`config.mk`:
```
export PLATFORM = sky130hd
export DESIGN_NAME = router_ctrl_flat
export DESIGN_NICKNAME = d
export VERILOG_FILES = /design/src/rtl/router_if.sv /design/src/rtl/router_ctrl.sv /design/src/flat_wrapper.sv
export SDC_FILE = /design/constraint.sdc
export NUM_CORES = 1
export LEC_CHECK = 0
export CAP_MARGIN = 20
export CELL_PAD_IN_SITES_DETAIL_PLACEMENT = 1
export CELL_PAD_IN_SITES_GLOBAL_PLACEMENT = 2
export CORE_MARGIN = 2
export CORE_UTILIZATION = 33
export DETAILED_ROUTE_END_ITERATION = 8
export PLACE_DENSITY = 0.87
export SLEW_MARGIN = 10
export SYNTH_ARGS = -nofsm -noshare
export SYNTH_HDL_FRONTEND = slang
export SYNTH_SLANG_ARGS = --single-unit
```
`constraint.sdc`:
```
create_clock -name clock -period 2.4 [get_ports clock]
set_clock_uncertainty 0.05 [all_clocks]
set_input_delay 0.48 -clock clock [delete_from_list [all_inputs] [get_ports clock]]
set_output_delay 0.48 -clock clock [all_outputs]
set_load 0.02 [all_outputs]
```
`src/rtl/router_if.sv`:
```
// Source/FIFO-side signal bundle for the router input controller.
// The master side drives the source stream and FIFO status; the slave side is the controller.
interface router_if;
    logic       pkt_valid;
    logic [7:0] data_in;
    logic [2:0] fifo_full;
    logic [2:0] fifo_empty;
    logic [2:0] soft_reset;
    logic       busy;
    logic [2:0] write_enb;
    logic [7:0] out_data;
    logic       parity_done;
    logic       err;

    modport master (
        output pkt_valid, data_in, fifo_full, fifo_empty, soft_reset,
        input  busy, write_enb, out_data, parity_done, err
    );

    modport slave (
        input  pkt_valid, data_in, fifo_full, fifo_empty, soft_reset,
        output busy, write_enb, out_data, parity_done, err
    );
endinterface

```
`src/rtl/router_ctrl.sv`:
```
// Router input-side sequencer: decodes the header, waits for the target FIFO to drain,
// forwards header/payload/parity into it and checks parity and length.
module router_ctrl (
    input  logic    clock,
    input  logic    resetn,
    router_if.slave bus
);
    typedef enum logic [2:0] {IDLE, WAIT_EMPTY, LOAD_DATA, CHECK, DROP} state_t;

    state_t     state, state_nxt;
    logic [1:0] dest;
    logic [5:0] len, cnt;
    logic [7:0] hdr, par;
    logic       ovf, par_bad;

    logic [2:0] write_enb_q;
    logic [7:0] out_data_q;
    logic       parity_done_q, err_q;

    logic       busy, accept, abort;
    logic       hdr_ok, dest_full, dest_empty;
    logic [3:0] full_pad, empty_pad, sreset_pad;
    logic [2:0] dest_oh;

    // dest never holds 3 (only valid headers load it); padding keeps the index in range.
    assign full_pad   = {1'b0, bus.fifo_full};
    assign empty_pad  = {1'b0, bus.fifo_empty};
    assign sreset_pad = {1'b0, bus.soft_reset};
    assign dest_full  = full_pad[dest];
    assign dest_empty = empty_pad[dest];
    assign dest_oh    = 3'b001 << dest;
    assign hdr_ok     = (bus.data_in[1:0] != 2'd3);

    always_ff @(posedge clock) begin
        if (!resetn) state <= IDLE;
        else         state <= state_nxt;
    end

    always_comb begin
        state_nxt = state;
        case (state)
            IDLE:       if (bus.pkt_valid) state_nxt = hdr_ok ? WAIT_EMPTY : DROP;
            WAIT_EMPTY: if (abort)           state_nxt = DROP;
                        else if (dest_empty) state_nxt = LOAD_DATA;
            LOAD_DATA:  if (abort)                          state_nxt = DROP;
                        else if (accept && !bus.pkt_valid) state_nxt = CHECK;
            CHECK:      state_nxt = IDLE;
            DROP:       if (accept && !bus.pkt_valid) state_nxt = IDLE;
            default:    state_nxt = IDLE;
        endcase
    end

    always_comb begin
        busy   = 1'b0;
        accept = 1'b0;
        abort  = 1'b0;
        case (state)
            IDLE:       accept = bus.pkt_valid;
            WAIT_EMPTY: begin
                busy  = 1'b1;
                abort = sreset_pad[dest];
            end
            LOAD_DATA:  begin
                busy   = dest_full;
                accept = !dest_full;
                abort  = sreset_pad[dest];
            end
            CHECK:      busy = 1'b1;
            DROP:       accept = 1'b1;
            default:    busy = 1'b0;
        endcase
    end

    always_ff @(posedge clock) begin
        if (!resetn) begin
            dest          <= '0;
            len           <= '0;
            hdr           <= '0;
            cnt           <= '0;
            par           <= '0;
            ovf           <= 1'b0;
            par_bad       <= 1'b0;
            write_enb_q   <= '0;
            out_data_q    <= '0;
            parity_done_q <= 1'b0;
            err_q         <= 1'b0;
        end else begin
            write_enb_q   <= '0;
            parity_done_q <= 1'b0;
            case (state)
                IDLE: if (accept) begin
                    if (hdr_ok) begin
                        hdr     <= bus.data_in;
                        dest    <= bus.data_in[1:0];
                        len     <= bus.data_in[7:2];
                        par     <= bus.data_in;
                        cnt     <= '0;
                        ovf     <= 1'b0;
                        par_bad <= 1'b0;
                        err_q   <= 1'b0;
                    end else begin
                        err_q   <= 1'b1;
                    end
                end
                WAIT_EMPTY: if (!abort && dest_empty) begin
                    out_data_q  <= hdr;
                    write_enb_q <= dest_oh;
                end
                LOAD_DATA: if (!abort && accept) begin
                    out_data_q  <= bus.data_in;
                    write_enb_q <= dest_oh;
                    if (bus.pkt_valid) begin
                        par <= par ^ bus.data_in;
                        // Count saturates; a byte beyond 63 is only visible through ovf.
                        if (cnt == 6'd63) ovf <= 1'b1;
                        else              cnt <= cnt + 6'd1;
                    end else begin
                        par_bad <= (bus.data_in != par);
                    end
                end
                CHECK: begin
                    parity_done_q <= 1'b1;
                    err_q         <= par_bad | (cnt != len) | ovf;
                end
                default: ;
            endcase
        end
    end

    assign bus.busy        = busy;
    assign bus.write_enb   = write_enb_q;
    assign bus.out_data    = out_data_q;
    assign bus.parity_done = parity_done_q;
    assign bus.err         = err_q;
endmodule

```
`src/flat_wrapper.sv`:
```
// flat-port wrapper written by rule: the top's interface ports become plain ports
module router_ctrl_flat 
  (clock, resetn, bus_pkt_valid, bus_data_in, bus_fifo_full, bus_fifo_empty, bus_soft_reset, bus_busy, bus_write_enb, bus_out_data, bus_parity_done, bus_err);
  router_if bus_i ();
  input  logic clock;
  input  logic resetn;
  input wire logic [$bits(bus_i.pkt_valid)-1:0] bus_pkt_valid;
  input wire logic [$bits(bus_i.data_in)-1:0] bus_data_in;
  input wire logic [$bits(bus_i.fifo_full)-1:0] bus_fifo_full;
  input wire logic [$bits(bus_i.fifo_empty)-1:0] bus_fifo_empty;
  input wire logic [$bits(bus_i.soft_reset)-1:0] bus_soft_reset;
  output wire logic [$bits(bus_i.busy)-1:0] bus_busy;
  output wire logic [$bits(bus_i.write_enb)-1:0] bus_write_enb;
  output wire logic [$bits(bus_i.out_data)-1:0] bus_out_data;
  output wire logic [$bits(bus_i.parity_done)-1:0] bus_parity_done;
  output wire logic [$bits(bus_i.err)-1:0] bus_err;
  assign bus_i.pkt_valid = bus_pkt_valid;
  assign bus_i.data_in = bus_data_in;
  assign bus_i.fifo_full = bus_fifo_full;
  assign bus_i.fifo_empty = bus_fifo_empty;
  assign bus_i.soft_reset = bus_soft_reset;
  assign bus_busy = bus_i.busy;
  assign bus_write_enb = bus_i.write_enb;
  assign bus_out_data = bus_i.out_data;
  assign bus_parity_done = bus_i.parity_done;
  assign bus_err = bus_i.err;
  router_ctrl u_core (.clock(clock), .resetn(resetn), .bus(bus_i));
endmodule
```
==> impl_metrics.py, run 1 <==
metrics = {
    "global_route": {
        "antenna_found_initial": 0,
        "grt_max_degree": 21,
        "grt_usage_pct": 17.7,
        "grt_pass1_wl_um": 11600,
        "grt_overflow": 0,
        "grt_pass1_vias": 2276,
    },
    "logic_synthesis": {
        "synthDistinctLibCells": 62,
        "mappedNetlistArea_um2": 2420,
        "syn_inst": 280,
        "yosysSeqAreaShare_pct": 33.0,
        "synth_fp_nets": 301,
        "ys_warn_count": 0,
        "syn_area_per_cell_um2": 8.66,
        "ys_ff_latch": 40,
    },
    "finish": {
        "syn2layout_area_growth_pct": 25.8,
        "multi_input_area_um2": 1490,
        "diodes": 0,
        "postLayoutCoreUtil_pct": 42.5,
        "fin_nets": 347,
        "fill_cells": 848,
        "final-seq-area_um2": 801,
        "drive_above_1_share_pct": 20.5,
    },
    "drt": {
        "avgViaCountPerCell": 5.29,
        "wl_um": 6990,
        "postRouteAntennaNets": 0,
        "route.vias.total": 2253,
        "drt-pass1-iter-count": 4,
        "post_drt_wl_per_cell_um": 16.4,
        "drc": 0,
        "drt-initial-drc-count": 89,
    },
    "floorplan": {
        "initial_core_util_pct": 33.8,
        "ios": 34,
        "rows": 31,
        "die_w_um": 89.7,
        "coreArea_um2": 7180,
        "die_area_um2": 8050,
        "die_y_um": 89.7,
    },
    "cts": {
        "cts_tree": "built",
        "cts_setup_buffers": 0,
        "clkSinkCount": 40,
        "clockRootBuffer": "clkbuf_8",
        "clockBufferDepth": 2,
        "htreeDepth": 2,
        "clkSlewWorstSetupHoldPaths_ps": 80,
        "cts.hold.buffers_added": 0,
        "cts_repair_resize_count": 1,
        "cts_made_buffers": 5,
        "clock_latency_ps": 300,
    },
    "timing": {
        "fmax_ghz": 0.429,
        "totalNegativeSetupSlack_ps": 0,
        "final-setup-viol-count": 0,
        "slew_violations": 0,
        "fin_crit_ps": 2330,
        "slew_headroom_pct": 61.7,
        "worst_pin_slew_ps": 570,
        "period_share_pct": 97.2,
        "grt_setup_unrepaired": "false",
        "hold_viol": 0,
    },
    "critical_path": {
        "end_kind": "primary output",
        "cp_max_fo": 2,
        "required_ps": 1870,
        "path_class": "input pin to primary output",
        "worstSetupStartpointType": "input pin",
        "crit_arrival_ps": 1800,
    },
    "placed_design": {
        "post-dp-hpwl_um": 5470,
        "gp_congestion": 0.836,
        "portBuffers": 33,
    },
    "worst_hold_path": {
        "min_path_type": "register to register",
    },
    "flow_run": {
        "maxCapViolations": 0,
    },
    "power": {
        "ir_worst_vdd_uv": 311,
        "leakage_nw": 1.05,
        "power_density_nw_per_um2": 874,
    },
    "outcome": {
        "outcome": "completed",
    },
}
==> Yosys cell counts, drive strengths merged <==
| master | n | area, µm² |
|---|---|---|
| nand3b | 3 | 22.5 |
| o41ai | 1 | 16.3 |
| o211a | 1 | 10.0 |
| nor2 | 9 | 41.3 |
| and3 | 2 | 12.5 |
| xnor2 | 6 | 52.6 |
| a211oi | 4 | 30.0 |
| a311oi | 9 | 129 |
| clkinv | 1 | 3.75 |
| inv | 2 | 7.51 |
| nor3 | 4 | 25.0 |
| clkbuf | 12 | 45.0 |
| a21oi | 28 | 140 |
| nor4 | 3 | 18.8 |
| o21a | 3 | 30.0 |
| or4 | 2 | 15.0 |
| o21ai | 23 | 119 |
| nand2 | 40 | 150 |
| and4b | 1 | 10.0 |
| o31ai | 3 | 36.3 |
| xor2 | 8 | 70.1 |
| o31a | 1 | 8.76 |
| nor4bb | 1 | 10.0 |
| and2 | 3 | 22.5 |
| o221ai | 1 | 8.76 |
| a22o | 1 | 8.76 |
| nand2b | 3 | 18.8 |
| ha | 1 | 12.5 |
| nor3b | 1 | 7.51 |
| nand4 | 2 | 12.5 |
| a31oi | 3 | 33.8 |
| a211o | 1 | 8.76 |
| dfxtp | 40 | 801 |
| buf | 10 | 81.3 |
| a2bb2oi | 2 | 23.8 |
| mux2 | 8 | 90.1 |
| mux2i | 5 | 66.3 |
| a21o | 1 | 7.51 |
| o211ai | 8 | 60.1 |
| nor4b | 1 | 23.8 |
| o2bb2ai | 2 | 17.5 |
| or2b | 1 | 8.76 |
| nor2b | 5 | 33.8 |
| or3b | 1 | 8.76 |
| nand3 | 13 | 65.1 |
==> worst max-delay path, stage by stage <==
cell and delay [ps]:
clkdlybuf4s50_1 500, mux2i_4 90, o2bb2ai_1 230, a21oi_1 100, nor2_1 100, clkdlybuf4s15_1 300
==> through the flow <==
stage	cell area (µm²)	setup WS (ps)	hold WS, ps	power [W]	instances
2_1_floorplan	2420	504	395	0.00179	280
5_1_grt	3050	0.521	449	0.00284	426
3_5_place_dp	2960	-233	426	0.00223	418
6_report	3050	66.9	434	0.00267	426
4_1_cts	3050	41.6	437	0.00269	426
3_3_place_gp	2960	-202	409	0.00219	418
==> flip-flops by register name (all words and copies together) (netlist names) <==
| signal | count |
|---|---|
| u_core.bus.parity_done | 1 |
| u_core.par_bad | 1 |
| u_core.state | 3 |
| u_core.ovf | 1 |
| u_core.bus.err | 1 |
| u_core.bus.write_enb | 3 |
| u_core.cnt | 6 |
| u_core.bus.out_data | 8 |
| u_core.par | 8 |
| u_core.hdr | 7 |
| u_core.len | 1 |
==> layout make-up <==
type                       instances  share of cell area [%]
clock buffer                       5                    2.26
clock inverter                     3                   0.615
timing repair buffer              61                    17.7
inverter                           3                   0.369
tap                               99                    4.06
multi-input combinational        215                    48.7
sequential                        40                    26.3
==> worst paths after layout <==
check	slack, ps	cells after the start	startpoint	endpoint
setup / recovery	70	6	bus_fifo_full[2]	bus_busy
hold / removal	430	2	u_core.ovf$_SDFFE_PN0P_	u_core.ovf$_SDFFE_PN0P_
setup reg to reg	250	6	u_core.hdr[1]$_SDFFE_PN0P_	u_core.state[2]$_SDFFE_PN0P_
hold reg to reg	430	2	u_core.ovf$_SDFFE_PN0P_	u_core.ovf$_SDFFE_PN0P_
==> power by group <==
part	internal, W	leakage (nW)	switching [W]
sequential	0.000775	0.326	0.0000989
clock	0.000203	0.0479	0.000255
combinational	0.000587	0.674	0.000749
total	0.00156	1.05	0.00110
==> metal layers <==
layer,GRT usage (%),routed length (µm),up-vias
li1,-,-,1113
met1,23.2,3340,1101
met2,30.9,3370,33
met3,2.93,220,6
met4,3.46,59,0
met5,0,0,-
==> cells by family after synthesis <==
logic type / count (synthesis) / synth area share, %
multiplexers: 13 / 6.45
AND/OR/NAND/NOR: 95 / 20.9
AO/OA/AOI/OAI: 92 / 28.4
flip-flops: 40 / 33.0
XOR/XNOR: 14 / 5.06
adder cells (fa/ha/maj): 1 / 0.516
buffers and inverters: 25 / 5.68
==> cells in the final DEF, fill, tap and decap left out, drive strengths merged, types with 2 or more instances in the layout <==
cell type	synthesis	layout
mux2	8	8
clkinv	1	4
nand2b	3	3
o21a	3	3
clkbuf	12	5
a2bb2oi	2	2
a211oi	4	4
nor3	4	4
clkdlybuf4s50	0	32
and3	2	2
nor4	3	3
dfxtp	40	40
and2	3	3
a21oi	28	28
mux2i	5	5
a311oi	9	9
o211ai	8	8
xor2	8	8
nand4	2	2
o2bb2ai	2	2
xnor2	6	6
o21ai	23	23
o31ai	3	3
nand3b	3	3
nor2	9	9
or4	2	2
inv	2	2
nand2	40	40
buf	10	28
nand3	13	13
nor2b	5	5
a31oi	3	3
Power figures use the tool's default switching activity.
==> run 2: changes to the inputs <==
--- a/constraint.sdc
+++ b/constraint.sdc
@@ -3,3 +3,3 @@
 set_input_delay 0.48 -clock clock [delete_from_list [all_inputs] [get_ports clock]]
 set_output_delay 0.48 -clock clock [all_outputs]
-set_load 0.02 [all_outputs]
+set_load 0.01 [all_outputs]
==> run 2 against run 1 <==
Effect of this change: global-route usage grew 0.092 points; via count grew 1.2%; combinational power shrank 4%; largest power group unchanged; sequential cell count is the same; first-iteration DRC count shrank 2.2%; critical path depth is the same; power shrank 0.56%.
==> impl_metrics.py, run 2 (synthesized netlist as in run 1, its figures left out) <==
metrics = {
    "outcome": {
        "outcome": "completed",
    },
    "drt": {
        "wl_um": 7100,
        "drt-met1-wl_um": 3370,
        "avgViaCountPerCell": 5.39,
        "met2WireLength_um": 3440,
        "top_layer_used": "met4",
        "drc": 0,
        "drt-initial-drc-count": 87,
        "drt-pass1-iter-count": 4,
        "wl_met3_um": 248,
        "route.vias.total": 2280,
        "post_drt_wl_per_cell_um": 16.8,
        "postRouteAntennaNets": 0,
    },
    "global_route": {
        "grt_usage_pct": 17.8,
        "antenna_found_initial": 0,
        "grt_pass1_wl_um": 11800,
        "grt_pass1_vias": 2301,
        "grt_overflow": 0,
        "grt_max_degree": 27,
    },
    "power": {
        "total_power_w": 0.00265,
        "power_density_nw_per_um2": 873,
        "leakage_nw": 1.03,
        "ir_worst_vdd_uv": 267,
    },
    "flow_run": {
        "maxCapViolations": 0,
    },
    "placed_design": {
        "portBuffers": 33,
        "gp_congestion": 0.830,
        "dp.cells": 415,
        "dpl_cell_area_um2": 2940,
        "post-dp-hpwl_um": 5350,
    },
    "timing": {
        "fin_crit_ps": 2210,
        "totalNegativeSetupSlack_ps": 0,
        "fmax_ghz": 0.453,
        "holdWs_ps": 442,
        "hold_viol": 0,
        "period_share_pct": 92.1,
        "slew_headroom_pct": 67.7,
        "grt_setup_unrepaired": "false",
        "final-setup-viol-count": 0,
        "slew_violations": 0,
        "worst_pin_slew_ps": 481,
    },
    "finish": {
        "mostFrequentLayoutCells": "nand2_1, dfxtp_1, clkdlybuf4s50_1",
        "final-seq-area_um2": 801,
        "design_area_um2": 3040,
        "drive_above_1_share_pct": 19.8,
        "fin_nets": 344,
        "fill_cells": 855,
        "diodes": 0,
        "syn2layout_area_growth_pct": 25.3,
        "final_cells": 423,
        "multi_input_area_um2": 1490,
    },
    "critical_path": {
        "end_kind": "primary output",
        "path_class": "input pin to primary output",
        "worstSetupStartpointType": "input pin",
        "cp_max_fo": 2,
        "crit_arrival_ps": 1680,
        "required_ps": 1870,
    },
    "worst_hold_path": {
        "min_path_type": "register to register",
    },
    "cts": {
        "clockRootBuffer": "clkbuf_8",
        "clkSlewWorstSetupHoldPaths_ps": 80,
        "clkSinkCount": 40,
        "clockBufferDepth": 2,
        "htreeDepth": 2,
        "cts_made_buffers": 5,
        "cts_tree": "built",
        "clock_latency_ps": 290,
        "cts.hold.buffers_added": 0,
    },
    "floorplan": {
        "rows": 31,
        "die_y_um": 89.7,
        "ios": 34,
        "initial_core_util_pct": 33.8,
        "die_w_um": 89.7,
        "die_area_um2": 8050,
        "coreArea_um2": 7180,
    },
}
run 2: area by class of cell:
class,instances,area share (%)
well taps,99,4.08
clock buffers,7,2.84
flip-flops and latches,40,26.3
inverters,3,0.371
repair buffers,58,17.0
clock inverters,1,0.247
multi-input cells,215,49.1
run 2: stage by stage:
step	utilization, %	setup slack, ps
finish	42.4	191
global route	42.4	105
CTS	42.4	171
detailed placement	41.0	-139
global placement	41.0	-140
floorplan	-	573
run 2: path summary, 6_finish.rpt:
path / startpoint / to / slack [ps] / depth (start not counted)
worst max register to register: u_core.hdr[1]$_SDFFE_PN0P_ / u_core.state[2]$_SDFFE_PN0P_ / 220 / 6
worst min register to register: u_core.par_bad$_SDFFE_PN0P_ / u_core.par_bad$_SDFFE_PN0P_ / 440 / 2
worst max-delay path: bus_fifo_full[2] / bus_busy / 190 / 6
worst min-delay path: u_core.par_bad$_SDFFE_PN0P_ / u_core.par_bad$_SDFFE_PN0P_ / 440 / 2
run 2: metal layers:
layer | vias up | GRT usage [%]
li1 | 1111 | -
met1 | 1118 | 23.3
met2 | 47 | 31.4
met3 | 4 | 2.77
met4 | 0 | 2.95
met5 | - | 0
run 2: where the power goes:
part	switching (W)	total [W]	leakage (nW)	internal, W
combinational	0.000716	0.00129	0.663	0.000576
clock	0.000254	0.000488	0.0445	0.000234
sequential	0.0000975	0.000873	0.326	0.000775
total	0.00107	0.00265	1.03	0.00159
run 2: critical path: stages:
cell             delay (ps)
clkdlybuf4s50_1         500
mux2i_4                  90
o2bb2ai_2               170
a21oi_1                  80
nor2_1                   80
dlygate4sd2_1           270
run 2: timing repair:
item | in CTS | in global routing
resized for setup | 2 | 0
buffers inserted | 0 | 0
endpoints found under the setup margin | 1 | 0
==> run 3: changes to the inputs <==
Settings changed: SLEW_MARGIN 10 to 30.
==> results of run 3 <==
Same layout as run 2: the final DEF is identical, and so are final timing and power.
